==> src/rtl/exa_crosb_pkg.sv <==
// Shared definitions for the crossbar input/output arbiters.
// Covers queue-index helpers, the arbiter FSM states and a constant log2.
package exa_crosb_pkg;

  typedef enum logic {
    IDLE = 1'b0,
    BUSY = 1'b1
  } state_t;

  // Ceiling log2 with a floor of 1, so a 1-wide select never collapses to 0 bits.
  function automatic int unsigned log2(input int unsigned n);
    int unsigned r;
    r = 0;
    for (int unsigned i = 0; i < 32; i++) begin
      if ((32'd1 << r) < n) r = r + 1;
    end
    return (r == 0) ? 1 : r;
  endfunction

  function automatic int unsigned vp_index(input int unsigned prio, input int unsigned vc,
                                           input int unsigned vc_num);
    return prio * vc_num + vc;
  endfunction

  function automatic int unsigned vp_prio(input int unsigned k, input int unsigned vc_num);
    return k / vc_num;
  endfunction

  function automatic int unsigned vp_vc(input int unsigned k, input int unsigned vc_num);
    return k % vc_num;
  endfunction

endpackage

==> src/rtl/ss_1h_to_b.sv <==
// One-hot to binary encoder; an all-zero input yields 0.
module ss_1h_to_b #(
  parameter int unsigned width    = 4,
  parameter int unsigned logWidth = 2
) (
  input  logic [width-1:0]    i_onehot,
  output logic [logWidth-1:0] o_bin
);

  always_comb begin
    o_bin = '0;
    for (int unsigned i = 0; i < width; i++) begin
      if (i_onehot[i]) o_bin = o_bin | logWidth'(i);
    end
  end

endmodule

==> src/rtl/ss_out_rr.sv <==
// Round-robin picker: one-hot grant of the first request after the last served index.
// The pointer only advances when i_go accepts the current pick.
module ss_out_rr
  import exa_crosb_pkg::*;
#(
  parameter int unsigned input_num = 4,
  parameter int unsigned logInput  = log2(input_num)
) (
  input  logic                 clk,
  input  logic                 resetn,
  input  logic [input_num-1:0] i_req,
  input  logic                 i_go,
  output logic [input_num-1:0] o_grant
);

  logic [logInput-1:0] r_ptr;
  logic [logInput-1:0] w_idx;
  logic                w_found;

  always_comb begin
    o_grant = '0;
    w_idx   = r_ptr;
    w_found = 1'b0;
    for (int unsigned i = 1; i <= input_num; i++) begin
      if (!w_found && i_req[logInput'((32'(r_ptr) + i) % input_num)]) begin
        w_found = 1'b1;
        w_idx   = logInput'((32'(r_ptr) + i) % input_num);
        o_grant[w_idx] = 1'b1;
      end
    end
  end

  always_ff @(posedge clk) begin
    if (!resetn) begin
      r_ptr <= '0;
    end else if (i_go && w_found) begin
      r_ptr <= w_idx;
    end
  end

endmodule

==> src/rtl/exa_crosb_input_arbiter_with_vcs.sv <==
// Input-side crossbar arbiter: requests outputs for queue heads, accepts one grant,
// then streams the chosen queue to the chosen output until the last flit.
module exa_crosb_input_arbiter_with_vcs
  import exa_crosb_pkg::*;
#(
  parameter int unsigned prio_num   = 2,
  parameter int unsigned vc_num     = 2,
  parameter int unsigned output_num = 4,
  parameter int unsigned logVcPrio  = log2(prio_num * vc_num),
  parameter int unsigned logOutput  = log2(output_num)
) (
  input  logic                                             clk,
  input  logic                                             resetn,
  input  logic [prio_num*vc_num-1:0]                       i_head_valid,
  input  logic [prio_num*vc_num-1:0][logOutput-1:0]        i_head_dest,
  input  logic [prio_num*vc_num-1:0]                       i_head_last,
  input  logic [output_num-1:0]                            i_out_ready,
  input  logic [output_num-1:0]                            i_grant,
  input  logic [output_num-1:0]                            i_out_cts,
  output logic [output_num-1:0][prio_num*vc_num-1:0]       o_request,
  output logic [output_num-1:0]                            o_cts,
  output logic [output_num-1:0]                            o_last,
  output logic [prio_num*vc_num-1:0]                       o_pop,
  output logic                                             o_valid,
  output logic [logOutput-1:0]                             o_out_sel,
  output logic [logVcPrio-1:0]                             o_vp_sel
);

  localparam int unsigned VP = prio_num * vc_num;

  state_t                          r_state, w_state_nxt;
  logic [logOutput-1:0]            r_sel_out;
  logic [logVcPrio-1:0]            r_sel_vp;

  logic [output_num-1:0][VP-1:0]   w_req_raw;
  logic [output_num-1:0]           w_has_req;
  logic [output_num-1:0]           w_g;
  logic                            w_go;
  logic [output_num-1:0]           w_rr_gnt;
  logic [logOutput-1:0]            w_out_bin;
  logic [logVcPrio-1:0]            w_vp_pick;
  logic                            w_fire;
  logic                            w_last_fire;

  always_comb begin
    w_req_raw = '0;
    w_has_req = '0;
    for (int unsigned o = 0; o < output_num; o++) begin
      for (int unsigned k = 0; k < VP; k++) begin
        if (i_head_valid[k] && (i_head_dest[k] == logOutput'(o))) w_req_raw[o][k] = 1'b1;
      end
      w_has_req[o] = |w_req_raw[o];
    end
  end

  // Grants for outputs we no longer have a head for are stale and dropped here.
  assign w_g  = i_grant & i_out_cts & w_has_req;
  assign w_go = resetn && (r_state == IDLE) && (|w_g);

  ss_out_rr #(
    .input_num (output_num),
    .logInput  (logOutput)
  ) u_out_rr (
    .clk     (clk),
    .resetn  (resetn),
    .i_req   (w_g),
    .i_go    (w_go),
    .o_grant (w_rr_gnt)
  );

  ss_1h_to_b #(
    .width    (output_num),
    .logWidth (logOutput)
  ) u_out_enc (
    .i_onehot (w_rr_gnt),
    .o_bin    (w_out_bin)
  );

  // Highest queue index wins, i.e. highest priority then highest VC.
  always_comb begin
    w_vp_pick = '0;
    for (int unsigned k = 0; k < VP; k++) begin
      if (w_req_raw[w_out_bin][k]) w_vp_pick = logVcPrio'(k);
    end
  end

  assign w_fire      = i_head_valid[r_sel_vp] & i_out_ready[r_sel_out];
  assign w_last_fire = w_fire & i_head_last[r_sel_vp];

  always_comb begin
    w_state_nxt = r_state;
    o_request   = '0;
    o_cts       = '0;
    o_last      = '0;
    o_pop       = '0;
    o_valid     = 1'b0;
    o_out_sel   = '0;
    o_vp_sel    = '0;
    case (r_state)
      IDLE: begin
        o_request = w_req_raw;
        if (|w_g) w_state_nxt = BUSY;
      end
      BUSY: begin
        o_cts[r_sel_out]  = 1'b1;
        o_pop[r_sel_vp]   = w_fire;
        o_valid           = w_fire;
        o_last[r_sel_out] = w_last_fire;
        o_out_sel         = r_sel_out;
        o_vp_sel          = r_sel_vp;
        if (w_last_fire) w_state_nxt = IDLE;
      end
      default: w_state_nxt = IDLE;
    endcase
    if (!resetn) begin
      o_request = '0;
      o_cts     = '0;
      o_last    = '0;
      o_pop     = '0;
      o_valid   = 1'b0;
      o_out_sel = '0;
      o_vp_sel  = '0;
    end
  end

  always_ff @(posedge clk) begin
    if (!resetn) begin
      r_state   <= IDLE;
      r_sel_out <= '0;
      r_sel_vp  <= '0;
    end else begin
      r_state <= w_state_nxt;
      if (w_go) begin
        r_sel_out <= w_out_bin;
        r_sel_vp  <= w_vp_pick;
      end
    end
  end

endmodule

==> config.mk <==
export PLATFORM = sky130hd
export DESIGN_NAME = exa_crosb_input_arbiter_with_vcs
export DESIGN_NICKNAME = d
export VERILOG_FILES = /design/src/rtl/exa_crosb_pkg.sv /design/src/rtl/ss_1h_to_b.sv /design/src/rtl/ss_out_rr.sv /design/src/rtl/exa_crosb_input_arbiter_with_vcs.sv
export SDC_FILE = /design/constraint.sdc
export NUM_CORES = 1
export LEC_CHECK = 0
export CAP_MARGIN = 10
export CORE_ASPECT_RATIO = 1.2
export CORE_MARGIN = 5
export CORE_UTILIZATION = 43
export DETAILED_ROUTE_END_ITERATION = 8
export HOLD_SLACK_MARGIN = 0.12
export PLACE_DENSITY = 0.87
export SLEW_MARGIN = 20
export SYNTH_ARGS = -nofsm -noshare
export SYNTH_HDL_FRONTEND = slang
export SYNTH_SLANG_ARGS = --single-unit
==> constraint.sdc <==
create_clock -name clk -period 4.51 [get_ports clk]
set_input_delay 0.6765 -clock clk [delete_from_list [all_inputs] [get_ports clk]]
set_output_delay 0.6765 -clock clk [all_outputs]
set_load 0.05 [all_outputs]
==> results of run 1 <==
[worst paths after layout]
kind	from	to	slack, ps
min	r_sel_out[1]	r_sel_out[1]	560
max	i_head_valid[1]	r_sel_vp[0]	780
min reg2reg	r_sel_out[1]	r_sel_out[1]	560
max reg2reg	u_out_rr.r_ptr[0]	r_sel_vp[0]	970
[through the flow]
stage | util (%) | area (µm²) | worst slack (ps)
after floorplan | - | 1410 | 1030
after global placement | 65.0 | 2020 | 618
after detailed placement | 65.0 | 2020 | 552
after CTS | 65.8 | 2050 | 825
after global routing | 65.8 | 2050 | 553
final | 65.8 | 2050 | 775
[area by class of cell]
class,count,share of cell area [%]
multi-input cells,165,57.9
repair buffers,63,30.7
flip-flops and latches,7,6.84
well taps,36,2.20
clock buffers,4,1.28
inverters,6,1.10
[flip-flops by register name, summed over array words and instances, names as in the netlist]
name            flops
r_state             1
r_sel_out           2
u_out_rr.r_ptr      2
r_sel_vp            2
[worst register-to-register path, stage by stage (launching register included)]
cell      delay, ps
dfxtp_1         600
clkinv_1        430
ha_1            570
mux4_2          410
o32ai_1         780
nor3_1          110
a221o_1         300
o32ai_2         250
[layer usage]
| metal | wire length (µm) | part of all wire (%) |
|---|---|---|
| met5 | 0 | 0 |
| met4 | 15 | 0.32 |
| met3 | 395 | 8.5 |
| met2 | 2280 | 49 |
| met1 | 1960 | 42 |
[cells by family after synthesis]
kind of cell               Yosys count  synth area share [%]
buffers and inverters               17                  5.86
and+or+nand+nor                    103                  37.5
adders and majority gates            7                  6.22
DFF                                  7                  9.95
xor gates and xnor gates             1                 0.622
muxes                                9                  13.5
AOI/OAI and AO/OA                   45                  26.4
[Yosys cell counts (2+ instances only)]
cell,number
nor2_1,26
nand3_1,12
nor4_1,5
o21ai_0,2
nand2_1,21
a21oi_1,9
nand2b_1,2
ha_1,7
clkbuf_1,8
and3_1,3
a41oi_1,4
o221ai_1,4
nand3b_1,8
nor3_1,12
dfxtp_1,7
buf_6,2
o21a_1,3
or3b_1,4
a41o_1,4
and2_1,3
nor2b_1,3
o31a_1,3
mux4_2,8
inv_1,5
[power by group through the flow]
stage               sequential (µW)  clock [µW]  combinational [µW]
global placement               85.9           0                 187
finish                         84.4        56.2                 192
CTS                            84.5        58.9                 191
floorplan                      75.2           0                 136
detailed placement             85.8           0                 190
global route                   87.0        65.4                 206
==> impl_results.md, run 1 <==
- Worst ir drop on vdd: 0.147 mV
- Row Count: 22
- Port bufs: 62
- Synth warn: 0
- HP Class: register to register
- NetSw: roughly 140 µW
- Syn Inst Count: between 150 and 200
- Final hold slack: 556 ps
- Clock Skews: between 4 and 5 ps
- Max FO, Critical Path: 9
- CP Capture Type: register
- # H-tree levels: 1
- Syn_nets: about 230
- Via count: between 1500 and 2000
- Post-CTS setup buffer count: 0
- 1st-iter DRT viols: between 100 and 150
- Power Total: around 330 µW
- Slew Viols, Final: 0
- GR met2 Demand/Resource: a little over a third
- Non-Filler Instances: 281
- Vias per inst: 6.21
- Vias in the first global route: ~1600
- Die Y: between 70 and 80 µm
- Placed insts: 277
- Ports: 63
- Top cells by area, synth: mux4_2, dfxtp_1, nor2_1
- Sequential share of power: about 25%
- Grt ovf: 0
- Routed Antenna Nets: 0
- Post-synthesis cell type count: 48
- PwrDens: between 150 and 200 nW/µm²
- Clk sink count: 7
- TNS Setup: 0 ps
- Max Root-Sink Buffers: 2
- Max cap viols: 0
- Hold-critical path depth: 2
- CTS tree: built
- Final setup viols: 0
- Tot GR Track Use: around 20%
- Share of the synthesized area in the top cell type: between 10% and 20%
- Kind of critical path: primary input to register
- Aggregate routed wire length: 4650 µm
- Area growth, synth to finish: 45.4%
- CTS clk-pin slew, worst paths: 50 ps
- LEAKAGE: 0.000716 µW
- Slowest-stage cell, CP: o32ai_1
- Required time worst endpoint: 4670 ps
- EDFF count, synth: 0
- CP Cell Sequence: clkdlybuf4s50_1 -> or3b_1 -> a41oi_2 -> mux4_2 -> nor2_1 -> o32ai_1 -> nor3_1 -> a221o_1 -> o32ai_2
- Total CTS buffers: 3
- Mean post-synth cell area: 7.45 µm²
- Worst slew margin: 43.3%
- Asr flop ratio synth: 0%
- DP Wirelength: about 3700 µm
- CP arrival: 3900 ps
- F_max: ~270 MHz
- Pin count of the biggest net entering global routing: 15
- Most common cell after layout, fill and taps aside: clkdlybuf4s50_1
- Drt first pass iters: 4
- Die Wd: around 62 µm
- Clk_lat worst skew: roughly 250 ps
- Initial antenna violation count: 0
- Comb pwr share: 57.7%
- Seq/Total Area, Yosys: about a tenth
- GR peak layer: met2
- Inserted Diodes: 0
- Syn Std Cell Area: 1410 µm²
- Worst-margin pin slew: 849 ps
- CTS root buf: clkbuf_4
- GR Layer Usage met3: 4.78%
- Number of hold violations in the final report: 0
- Filler cells: between 200 and 300
- CP Buf/Inv Count: 1
- Final min period: about 3700 ps
- Leading area contributor after synthesis: mux4_2
- NumNets Final: around 280
- CP max stage delay: 700 ps
- Clk network pwr share: between 10% and 20%
- Core Region: 3110 µm²
- Flops & latches, synth: 7
- M1 GR Usage: between 20% and 30%
- Reg2reg path depth: 7
- Status: finished clean
- Top Family by Delay on Critical Path: compound AO/OA/AOI/OAI gates
- Layout cells sized above 1: under 10%
- First-pass GRT wire length: 7470 µm
- Most frequent cells in the layout: clkdlybuf4s50_1, nor2_1, nand2_1, nand3_1, nor3_1
- Stages on worst setup path: 9
- Hold buffers post-CTS: 0
- Post-CTS Resized: 0
- RSZ-0062 raised after global routing: false
- Multi-input logic area: 1190 µm²
- Most used DFF post-synth: dfxtp_1
- Register Area: ~140 µm²
- Initial Util: 45.3%
- Worst setup SP type: primary input
- Int Pwr: between 150 and 200 µW
- DRC Markers: 0
- Ratio of final minimum period to clock period: 82.8%
- Switching share of power: around 43%
- Placer Congestion: 0.888
- Area of the die: ~4500 µm²
- DR WL/cell: approximately 17 µm
Note: power is estimated with default switching activity, not from simulation.
==> run 2, diff against run 1 <==
clock period = 3.82 ns   (was 4.51 ns; I/O delays follow)
==> run 2 against run 1 <==
Global-route usage rose by 2.4 points. Combinational power up 24%. Utilization increased by 2.4 points. Largest power group unchanged. Critical endpoint unchanged. Critical path type unchanged. Largest cell class unchanged. Worst setup slack worse by 430 ps.
==> impl_results.md, run 2 (same netlist as run 1, synthesis figures left out) <==
- Placed insts: between 200 and 300
- Slowest-stage cell, CP: a41oi_1
- Most common cell after layout, fill and taps aside: clkdlybuf4s50_1
- Hold buffers post-CTS: 0
- Core Region: 3110 µm²
- DP Wirelength: 3920 µm
- Aggregate routed wire length: a little under 5000 µm
- FF-to-FF setup slack: roughly 560 ps
- CP Cell Sequence: clkdlybuf4s50_1 -> buf_4 -> nand3_1 -> a41oi_1 -> nand3_1 -> a211o_1 -> a21oi_1 -> nor3_1 -> a221o_1 -> o32ai_2
- NumNets Final: about 290
- DR WL/cell: about 17 µm
- Post-CTS Resized: 0
- Port bufs: 62
- 1st-iter DRT viols: 124
- Kind of critical path: primary input to register
- Worst ir drop on vdd: between 0.15 and 0.2 mV
- Most frequent cells in the layout: clkdlybuf4s50_1, nor2_1, nand2_1, nand3_1, nor3_1
- Reg2reg path depth: 8
- Max FO, Critical Path: 8
- Clk sink count: 7
- CP arrival: between 3000 and 4000 ps
- PwrDens: 192 nW/µm²
- Tot GR Track Use: 22.1%
- # H-tree levels: 1
- CP most frequent cell: nand3_1
- Die Wd: 62.3 µm
- Top Family by Delay on Critical Path: compound AO/OA/AOI/OAI gates
- Post-CTS setup buffer count: 0
- Final setup viols: 0
- HP Class: register to register
- RSZ-0062 raised after global routing: false
- CTS tree: built
- Worst setup SP type: primary input
- CP Capture Type: register
- Area of the die: about 4500 µm²
- Worst r2r dst: r_sel_vp[0]
- Hold-critical path depth: 2
- Layout cells sized above 1: a little under an eighth
- RR Startpoint: u_out_rr.r_ptr[1]
- Multi-input logic area: around 1200 µm²
- CTS clk-pin slew, worst paths: ~60 ps
- Max Root-Sink Buffers: 2
- Ports: 63
- Area growth, synth to finish: 50.7%
- LEAKAGE: between 0.0007 and 0.0008 µW
- CP max stage delay: about 550 ps
- Clk_lat worst skew: 250 ps
- Grt ovf: 0
- Via count: 1791
- Clock Skews: 2.59 ps
- Filler cells: about 280
- Ratio of final minimum period to clock period: between 90% and 100%
- Required time worst endpoint: approximately 4000 ps
- Pin count of the biggest net entering global routing: 15
- First-pass GRT wire length: between 8000 and 9000 µm
- F_max: a little under 300 MHz
- Inserted Diodes: 0
- Vias per inst: slightly above 6
- Initial antenna violation count: 0
- CP startpoint: i_head_valid[3]
- Routed Antenna Nets: 0
- Non-Filler Instances: roughly 290
- Initial Util: a little under half
- TNS Setup: 0 ps
- Final min period: between 3000 and 4000 ps
- CP Buf/Inv Count: 2
- Placer Congestion: roughly 0.99
- Number of hold violations in the final report: 0
- Max cap viols: 0
- Register Area: about 140 µm²
- Row Count: 22
- Die Y: around 73 µm
- Vias in the first global route: 1681
- Largest regs: r_sel_out: 2 flops, r_sel_vp: 2 flops, u_out_rr.r_ptr: 2 flops
- Drt first pass iters: 4
- Worst slew margin: 58.7%
- Total CTS buffers: 3
- Slew Viols, Final: 0
- CTS root buf: clkbuf_4
- WHS Endpoint: r_sel_out[1]
- Status: finished clean
- Worst-margin pin slew: roughly 610 ps
- Hold path start: r_sel_out[1]
- DRC Markers: 0
## run 2: changes by cell type in the layout (fill, tap and decap cells not counted), sizes merged
cell / change
buf: +10
## run 2: worst max-delay path by stage
stage,endpoint,slack [ps],depth (start not counted)
after floorplan,r_sel_vp[0],440,10
after global placement,r_sel_vp[0],190,10
after detailed placement,r_sel_vp[0],130,9
after CTS,r_sel_vp[0],380,9
after global routing,r_sel_vp[0],90,9
final,r_sel_vp[0],350,10
## run 2: cell type report
type | count | share of cell area, %
clock buffer | 4 | 1.24
inverter | 6 | 1.06
multi-input combinational | 165 | 55.9
tap | 36 | 2.12
timing repair buffer | 73 | 33.1
sequential | 7 | 6.60
## run 2: worst reg2reg max path, cell delays in order (launching register included)
cell	delay (ps)
dfxtp_1	560
inv_1	240
ha_1	490
mux4_2	620
o211ai_2	110
a21oi_2	130
or3_4	410
a221o_1	350
o32ai_2	260
## run 2: through the flow
stage	total power [µW]	setup slack (ps)	utilization (%)	hold slack, ps	area [µm²]
2_1_floorplan	249	441	-	557	1410
3_3_place_gp	332	188	67.4	554	2100
3_5_place_dp	337	126	67.4	560	2100
4_1_cts	408	376	68.3	568	2120
5_1_grt	435	90.3	68.3	612	2120
6_report	408	350	68.3	575	2120
## run 2: layer usage
metal | up-vias | share of wire [%] | track usage [%]
met5 | - | 0 | 0
met4 | 0 | 0.93 | 3.77
met3 | 4 | 8.7 | 3.85
met2 | 93 | 48 | 40.8
met1 | 830 | 42 | 27.2
li1 | 864 | - | -
## run 2: power by group
| part | total (µW) | switching (µW) | internal (µW) |
|---|---|---|---|
| Combinational | 239 | 131 | 108 |
| Clock | 70.4 | 30.3 | 40.1 |
| Sequential | 99.3 | 17.4 | 81.9 |
| Total | 408 | 178 | 230 |
